$ cat src/rtl/sound_sched_pkg.sv
// rtl/sound_sched_pkg.sv - shared defaults and source indices for the sound event scheduler
package sound_sched_pkg;

  // Default geometry of the scheduler
  localparam int NUM_REQ_DEF    = 4;
  localparam int NUM_VOICES_DEF = 2;
  localparam int DUR_W_DEF      = 16;

  // Named request sources / generators
  localparam int SND_CRASH   = 0;
  localparam int SND_SUCCESS = 1;

  // Default durations in samples at 48 kHz
  localparam int CRASH_DUR   = 24000;
  localparam int SUCCESS_DUR = 12000;

endpackage

$ cat src/rtl/sound_event_sched_voice_timer.sv
// rtl/sound_event_sched_voice_timer.sv - per-generator enable window: load, countdown, gating, retrigger gap
module voice_timer
  import sound_sched_pkg::*;
#(
  parameter int DUR_W = DUR_W_DEF
) (
  input  logic             clock,
  input  logic             reset,
  input  logic             grant,
  input  logic             retrig,
  input  logic             kill,
  input  logic             gate,
  input  logic [DUR_W-1:0] dur,
  output logic             run,
  output logic             gap,
  output logic             expire,
  output logic             occ_next
);

  logic [DUR_W-1:0] cnt, cnt_d;
  logic             timed, timed_d;
  logic             run_d, gap_d;

  // A running voice ends when its count reaches one (timed) or its request level drops (gated);
  // a retrigger on the same edge keeps the voice alive, so it is not an expiry.
  always_comb begin
    expire = run & ~retrig & (timed ? (cnt == DUR_W'(1)) : ~gate);
  end

  // Next-state for the enable window; kill beats everything, the gap always restarts the voice.
  always_comb begin
    run_d   = run;
    gap_d   = gap;
    cnt_d   = cnt;
    timed_d = timed;
    if (kill) begin
      run_d = 1'b0;
      gap_d = 1'b0;
    end else if (gap) begin
      run_d   = 1'b1;
      gap_d   = 1'b0;
      cnt_d   = dur;
      timed_d = (dur != '0);
    end else if (retrig && run) begin
      run_d = 1'b0;
      gap_d = 1'b1;
    end else if (grant) begin
      run_d   = 1'b1;
      cnt_d   = dur;
      timed_d = (dur != '0);
    end else if (run) begin
      if (expire) begin
        run_d = 1'b0;
      end else if (timed) begin
        cnt_d = cnt - DUR_W'(1);
      end
    end
  end

  assign occ_next = run_d | gap_d;

  // State register for the window
  always_ff @(posedge clock) begin
    if (reset) begin
      run   <= 1'b0;
      gap   <= 1'b0;
      cnt   <= '0;
      timed <= 1'b0;
    end else begin
      run   <= run_d;
      gap   <= gap_d;
      cnt   <= cnt_d;
      timed <= timed_d;
    end
  end

endmodule

$ cat src/rtl/sound_event_sched.sv
// rtl/sound_event_sched.sv - request sync, edge detect, pending, fixed-priority voice arbitration and preemption
module sound_event_sched
  import sound_sched_pkg::*;
#(
  parameter int NUM_REQ    = NUM_REQ_DEF,
  parameter int NUM_VOICES = NUM_VOICES_DEF,
  parameter int DUR_W      = DUR_W_DEF
) (
  input  logic                              clock,
  input  logic                              reset,
  input  logic [NUM_REQ-1:0]                req,
  input  logic [NUM_REQ*DUR_W-1:0]          dur_cfg,
  output logic [NUM_REQ-1:0]                voice_run,
  output logic [$clog2(NUM_VOICES+1)-1:0]   active_cnt,
  output logic                              busy,
  output logic                              preempt_pulse
);

  localparam int                CNT_W   = $clog2(NUM_VOICES + 1);
  localparam int                IDX_W   = (NUM_REQ > 1) ? $clog2(NUM_REQ) : 1;
  localparam logic [CNT_W-1:0]  MAX_ACT = CNT_W'(NUM_VOICES);

  logic [NUM_REQ-1:0] s1, s2, prev;
  logic [1:0]         settle;
  logic               settled;
  logic [NUM_REQ-1:0] rise, retrig;
  logic [NUM_REQ-1:0] pending, pending_d;
  logic [NUM_REQ-1:0] gap, expire, occ_next;
  logic [NUM_REQ-1:0] grant_oh, kill_oh;
  logic [IDX_W-1:0]   p_idx, q_idx;
  logic               have_p, have_q;
  logic               do_grant, do_preempt;
  logic [CNT_W-1:0]   cnt_next;

  // Levels already high across reset must not look like edges, so edge detection
  // stays masked until the sync chain and edge register have refilled.
  assign settled = (settle == 2'd3);
  assign rise    = s2 & ~prev & {NUM_REQ{settled}};
  assign retrig  = rise & voice_run;

  // Lowest-index pending source and highest-index running voice
  always_comb begin
    have_p = 1'b0;
    p_idx  = '0;
    for (int i = NUM_REQ - 1; i >= 0; i--) begin
      if (pending[i]) begin
        have_p = 1'b1;
        p_idx  = IDX_W'(i);
      end
    end
    have_q = 1'b0;
    q_idx  = '0;
    for (int i = 0; i < NUM_REQ; i++) begin
      if (voice_run[i]) begin
        have_q = 1'b1;
        q_idx  = IDX_W'(i);
      end
    end
  end

  // One grant or one preemption per edge; slot count comes from registered state,
  // and any expiry on this edge holds off preemption because a slot is freeing anyway.
  always_comb begin
    do_grant   = have_p && (active_cnt < MAX_ACT);
    do_preempt = have_p && have_q && (active_cnt == MAX_ACT) && !(|expire) && (p_idx < q_idx);
    grant_oh   = '0;
    kill_oh    = '0;
    if (do_grant) begin
      grant_oh[p_idx] = 1'b1;
    end
    if (do_preempt) begin
      kill_oh[q_idx] = 1'b1;
    end
  end

  // Pending: new edges on idle voices queue up, edges on queued voices merge, grants dequeue
  assign pending_d = (pending & ~grant_oh) | (rise & ~(voice_run | gap));

  // Occupied slots after this edge; a voice in its retrigger gap still holds its slot
  always_comb begin
    cnt_next = '0;
    for (int i = 0; i < NUM_REQ; i++) begin
      cnt_next = cnt_next + CNT_W'(occ_next[i]);
    end
  end

  // Sync chain, edge register, pending set and registered status outputs
  always_ff @(posedge clock) begin
    if (reset) begin
      s1            <= '0;
      s2            <= '0;
      prev          <= '0;
      settle        <= 2'd0;
      pending       <= '0;
      active_cnt    <= '0;
      busy          <= 1'b0;
      preempt_pulse <= 1'b0;
    end else begin
      s1            <= req;
      s2            <= s1;
      prev          <= s2;
      if (!settled) begin
        settle <= settle + 2'd1;
      end
      pending       <= pending_d;
      active_cnt    <= cnt_next;
      busy          <= (|occ_next) | (|pending_d);
      preempt_pulse <= do_preempt;
    end
  end

  for (genvar i = 0; i < NUM_REQ; i++) begin : g_voice
    voice_timer #(
      .DUR_W(DUR_W)
    ) u_timer (
      .clock    (clock),
      .reset    (reset),
      .grant    (grant_oh[i]),
      .retrig   (retrig[i]),
      .kill     (kill_oh[i]),
      .gate     (s2[i]),
      .dur      (dur_cfg[i*DUR_W +: DUR_W]),
      .run      (voice_run[i]),
      .gap      (gap[i]),
      .expire   (expire[i]),
      .occ_next (occ_next[i])
    );
  end

endmodule

$ cat config.mk
export PLATFORM = sky130hd
export DESIGN_NAME = sound_event_sched
export DESIGN_NICKNAME = d
export VERILOG_FILES = /design/src/rtl/sound_sched_pkg.sv /design/src/rtl/sound_event_sched_voice_timer.sv /design/src/rtl/sound_event_sched.sv
export SDC_FILE = /design/constraint.sdc
export NUM_CORES = 1
export LEC_CHECK = 0
export ABC_AREA = 1
export BUFFER_PORTS_ARGS = -buffer_cell sky130_fd_sc_hd__clkbuf_2
export CORE_ASPECT_RATIO = 1.4
export CORE_MARGIN = 1.5
export CORE_UTILIZATION = 50
export DETAILED_ROUTE_END_ITERATION = 12
export GPL_TIMING_DRIVEN = 1
export PLACE_DENSITY = 0.7
export SLEW_MARGIN = 20
export SYNTH_ARGS = -nofsm -noshare
export SYNTH_HDL_FRONTEND = slang
export SYNTH_SLANG_ARGS = --single-unit
$ cat constraint.sdc
create_clock -name clock -period 3.8 [get_ports clock]
set_input_delay 0.19 -clock clock [delete_from_list [all_inputs] [get_ports clock]]
set_output_delay 0.19 -clock clock [all_outputs]
set_load 0.01 [all_outputs]
Word-level counts from Yosys, hierarchy flattened
Index checks and enable logic that the tools add are counted.

cells by class
  $add $sub $neg = 8
  $lt $le $gt $ge = 6
  eq/ne operators = 14
  multiplexer cells = 97
  bitwise operators = 35
  reductions and logical operators = 39

operator list
  kind                                                  count
  two-way mux 16 bit                                    24
  equality test 16 x 1 -> 1 bit, second input constant  4
  nonzero test 16 bit                                   4
  subtractor 16 x 1 -> 16 bit, second input constant    4
  two-way mux 1 bit                                     63
  nonzero test 3 bit                                    8
  AND 4 bit                                             5
  AND reduction 5 bit                                   4
  two-way mux 2 bit                                     6
  != test 3 x 2 -> 1 bit, second input constant         4
  NOT 1 bit                                             12
  NOT 4 bit                                             3
  AND reduction 3 bit                                   4
  OR reduction 4 bit                                    3
  logical AND 1 bit                                     11
  AND 1 bit                                             8
  two-way mux 4 bit                                     2
  != test 2 x 1 -> 1 bit, second input constant         4
  bitwise OR 4 bit                                      2
  nonzero test 2 bit                                    4
  < comparator 2 x 3 -> 1 bit, second input constant    2
  bitwise OR 1 bit                                      5
  adder 2 x 1 -> 2 bit                                  2
  demux 1 bit (select 2 bit)                            2
  other kinds (7)                                       9

storage, ports and cells
  bits in registers = 98
  input port bits = 70
  output and inout port bits = 8
  word-level logic and storage cells = 223

Longest topological paths before layout
  word-level depth = 17
  gate-level depth with buffers = 20
  mapped depth without buffers = 19

Modules after synthesis
From an unflattened synthesis, not the netlist that was laid out.

unflattened totals
  cell total of the unflattened synthesis = 1171
  area, all modules = 7367.1 um^2

by module, submodules not included
  module                                 times used  cells an instance  area each (um^2)  seq. area each (um^2)
  voice_timer at g_voice[0].u_timer ...  3           257                1604.0            380.4
  voice_timer at g_voice[3].u_timer      1           257                1549.0            380.4
  sound_event_sched                      1           143                1006.0            440.4

Worst setup path before layout
OpenSTA, ideal clock, no wires.

  path kind = register -> register
  start = reg g_voice[3].u_timer.run
  end = reg active_cnt[1]
  library setup time = 0.128 ns
  arrival = 2.587 ns
  data required time = 3.672 ns
  setup slack = 1.086 ns
  cell stages (with the launch flop) = 16
  buffers on the path = 1
  clock period less this slack = 2.714 ns
  cells stage by stage = dfxtp_1 > nor2_2 > ha_1 > nor3_1 > nand3_1 > a21oi_1 > nand2_1 > nor2_4 > nand3_2 > buf_2 > nand2_1 > nand2_1 > fa_1 > ha_1 > xnor2_1 > nor2_1

on the way
  longest elaborated chain between the ends = 14
  elaborated cells on any way between the ends = 42
  classes of those cells = 3 x add/sub; 3 x order compare; 20 x mux; 8 x bitwise; 8 x reduce/logical

RTL lines
  what                                                                                  line                                 source
  start: declaration                                                                    sound_event_sched_voice_timer.sv:14  output logic run,
  start signal: assignment                                                              sound_event_sched_voice_timer.sv:70  run <= run_d;
  parallel branches: the longest is 13 deep, another holds < comparator 2 x 3 -> 1 bit  n/a
  adder 2 x 1 -> 2 bit (*)                                                              sound_event_sched.sv:83              cnt_next = cnt_next + CNT_W'(occ_next[i]);
  end signal: assignment                                                                sound_event_sched.sv:106             active_cnt <= cnt_next;
  end: declaration                                                                      sound_event_sched.sv:14              output logic [$clog2(NUM_VOICES+1)-1:0] active_cnt,

Mark *: on every way between the ends.
A chain may end at the register's enable or synchronous reset.

Final worst setup path
Ends and elaborated chain as after synthesis.

==> impl_metrics.json <==
{
  "hp-start": "req[0]",
  "layout.cells.most_common": "sky130_fd_sc_hd__nand2_1",
  "drt-total-wl_mm": 16.2,
  "cellPowerDensity_mw_per_mm2": 297,
  "critical_path_data_required_time_ns": 4.02,
  "power.internal_mw": 1.69,
  "grt_overflow": 0,
  "clock_tree_from_tritoncts": "yes",
  "yosys_register_bits": 98,
  "synth.top_cell.area_share": 0.294,
  "critical_path.n_buffers_inverters": 0,
  "cts.repair_timing.setup_buffer_count": 0,
  "worstReg2RegStart": "g_voice[3].u_timer.run",
  "maximum_operating_frequency_mhz": 321,
  "worstMarginPinSlew_ns": 0.804,
  "cts_inserted_buffers": 9,
  "pwr-share-seq": 0.475,
  "run_status": "finished clean",
  "cts_sink_cnt": 98,
  "finClkSkew_ns": 0.00873,
  "crit_arrival_ns": 3.33,
  "synth_cells": 1117,
  "finish.cell_count_without_fillers": 1351,
  "area.sequential_mm2": 0.00196,
  "yosys_warnings": 0,
  "grt_pass1_wl_mm": 27.1,
  "critPathKind": "flop to flop",
  "die-height_um": 140,
  "row_count": 49,
  "synthToLayoutAreaGrowth_pct": 11.1,
  "place_congestion": 0.897,
  "wire_per_inst_um": 12.0,
  "power_switching_share": 0.232,
  "critical-path-top-cell-by-count": "sky130_fd_sc_hd__nand2_1",
  "max_cap_violations": 0,
  "dp_hpwl_mm": 11.8,
  "die-area_mm2": 0.0141,
  "setup-violations-final": 0,
  "static-leakage-power_nw": 3.82,
  "timing.critical_path.slowest_stage_cell": "sky130_fd_sc_hd__dfxtp_1",
  "worst_path_dominant_cell_family": "simple AND/OR/NAND/NOR gates",
  "initialDrtViolationCount": 264,
  "final_design_utilization": 0.573,
  "clock_latency_ns": 0.35,
  "synth.cell_area_mm2": 0.00667,
  "drc_violations_left": 0,
  "antenna-diode-count": 0,
  "first_global_vias": 6064,
  "capture_endpoint_of_the_worst_hold_path": "s1[0]",
  "final.period_utilization": 0.819,
  "detailroute.via_count": 6738,
  "timing.final.hold_violations": 0,
  "worstHoldPathCells": 3,
  "footprint_of_the_multi_input_gates_mm2": 0.00385,
  "unrepaired_setup_endpoints_after_global_routing": "false",
  "antenna_violating_nets_post_route": 0,
  "post-synth-top-area-cell": "sky130_fd_sc_hd__dfxtp_1",
  "power_mw": 2.21,
  "first_pass_iters": 5,
  "worst_path_largest_cell_delay_ns": 0.49,
  "pwr-share-clk": 0.452,
  "synth_seq_area_share": 0.294,
  "r2r_setup_slack_ns": 0.69,
  "placed_cells": 1335,
  "cts.repair.resized": 0,
  "ctsHtreeMaxLevel": 3,
  "antenna_violations_before_repair": 0,
  "slew_violations": 0,
  "totalNegativeSetupSlack_ns": 0,
  "crit_path_end_kind": "flop",
  "grt.total_usage": 0.236,
  "postSynthAreaPerCell_um2": 5.97,
  "worst_ir_drop_vdd_mv": 0.216,
  "power_switching_uw": 511,
  "num_io_pins": 78,
  "post_cts_hold_buffer_count": 0,
  "path_cells": "nor2_2, ha_1, nor3_1, nand3_1, a21oi_1, nand2_1, nor2_4, nand3_2, nand2_1, nand2_1, fa_1, ha_1, xnor2_1, nor2_1",
  "grt_start_max_net_pins": 71,
  "fp.coreArea_mm2": 0.0129,
  "cts.reportedPaths.clkPinSlew_ns": 0.06,
  "floorplan.initialDensity": 0.516,
  "avgViaCountPerCell": 4.99,
  "post_synth_num_cell_types": 39,
  "n_fill_cell": 1372,
  "share_comb_of_total_power": 0.072,
  "postSynthNetCount": 1200,
  "root_buffer": "sky130_fd_sc_hd__clkbuf_16",
  "reg2reg_depth": 14,
  "dieWidth_um": 101,
  "startpoint_type": "flop",
  "most-common-layout-cells": "sky130_fd_sc_hd__nand2_1, sky130_fd_sc_hd__nor2_1, sky130_fd_sc_hd__inv_1",
  "ctsLongestPathBuffers": 2,
  "port_buffers": 77,
  "post_route_cells_drive_above_1_share": 0.113,
  "ys_top_cells_by_area": "sky130_fd_sc_hd__dfxtp_1, sky130_fd_sc_hd__nand2_1, sky130_fd_sc_hd__nor2_1",
  "timing.hold.worst.class": "input pin to flop",
  "finish.net_count": 1251,
  "worstPathMaxFanout": 15,
  "final.min_clock_period_ns": 3.11,
  "worstReg2RegEnd": "active_cnt[1]",
  "max_slew_margin": 0.464
}
per-layer routing:
metal,vias to the layer above,part of all wire,track usage
met4,0,0.022,0.0979
met2,136,0.50,0.414
met1,2975,0.45,0.290
met5,-,0,0
li1,3601,-,-
met3,26,0.031,0.0251
metrics by stage:
stage | hold slack, ns | area (µm²) | setup slack, ns
4_1_cts | 0.0162 | 7420 | 0.737
3_5_place_dp | 0.389 | 7100 | 0.731
2_1_floorplan | 0.297 | 6670 | 1.09
5_1_grt | 0.0323 | 7420 | 0.403
6_report | 0.0200 | 7420 | 0.687
3_3_place_gp | 0.388 | 7100 | 0.823
state kept, by name, summed over array words and instances (netlist names):
| register | count |
|---|---|
| settle | 2 |
| g_voice.u_timer.cnt | 64 |
| g_voice.u_timer.timed | 4 |
| preempt_pulse | 1 |
| busy | 1 |
| pending | 4 |
| active_cnt | 2 |
| g_voice.u_timer.gap | 4 |
| prev | 4 |
| s1 | 4 |
| s2 | 4 |
| g_voice.u_timer.run | 4 |
cell usage after synthesis, drive strengths merged:
library cell,instances
a21oi,22
a22oi,2
a31oi,5
a32oi,3
and3,1
buf,29
clkbuf,13
clkinv,1
dfxtp,98
fa,1
ha,12
inv,168
mux2i,8
nand2,290
nand3,63
nand3b,1
nand4,42
nor2,238
nor3,12
nor4,16
o21ai,58
o21bai,2
o22ai,4
or2,8
xnor2,3
xor2,17
tightest hold or removal path, stage by stage:
cell                       delay [ns]
sky130_fd_sc_hd__clkbuf_2        0.08
sky130_fd_sc_hd__inv_1           0.04
sky130_fd_sc_hd__nor2_1          0.03
area by class of cell:
class	count	share of cell area
Clock buffer	11	0.0327
Tap cell	178	0.0300
Multi-Input combinational cell	808	0.520
Inverter	169	0.0855
Timing Repair Buffer	82	0.0570
Clock inverter	5	0.0105
Sequential cell	98	0.265
cells by family after synthesis:
| group | count (synthesis) | synth area share |
|---|---|---|
| simple gates | 671 | 0.433 |
| flops | 98 | 0.294 |
| fa+ha+maj | 13 | 0.0255 |
| mux | 8 | 0.0120 |
| xor+xnor | 20 | 0.0262 |
| compound gates | 96 | 0.0802 |
| buf+inv | 211 | 0.129 |
power groups by stage:
stage                     Sequential, mW  Clock [mW]  Combinational (mW)
after floorplan                     1.07           0              0.0895
after global placement              1.07           0               0.159
after detailed placement            1.07           0               0.159
after CTS                           1.05        1.02               0.160
after global routing                1.05        1.05               0.180
final                               1.05       0.998               0.159
worst max path at each step:
| stage | startpoint | to | slack, ns | cells after the start |
|---|---|---|---|---|
| final | g_voice[3].u_timer.run | active_cnt[1] | 0.69 | 14 |
| after global routing | g_voice[3].u_timer.run | active_cnt[1] | 0.40 | 14 |
| after CTS | g_voice[3].u_timer.run | active_cnt[1] | 0.74 | 14 |
| after detailed placement | g_voice[3].u_timer.run | active_cnt[1] | 0.73 | 14 |
| after global placement | g_voice[3].u_timer.run | active_cnt[1] | 0.82 | 14 |
| after floorplan | g_voice[3].u_timer.run | active_cnt[1] | 1.09 | 15 |
No activity file was read; power rests on OpenSTA's default activity.
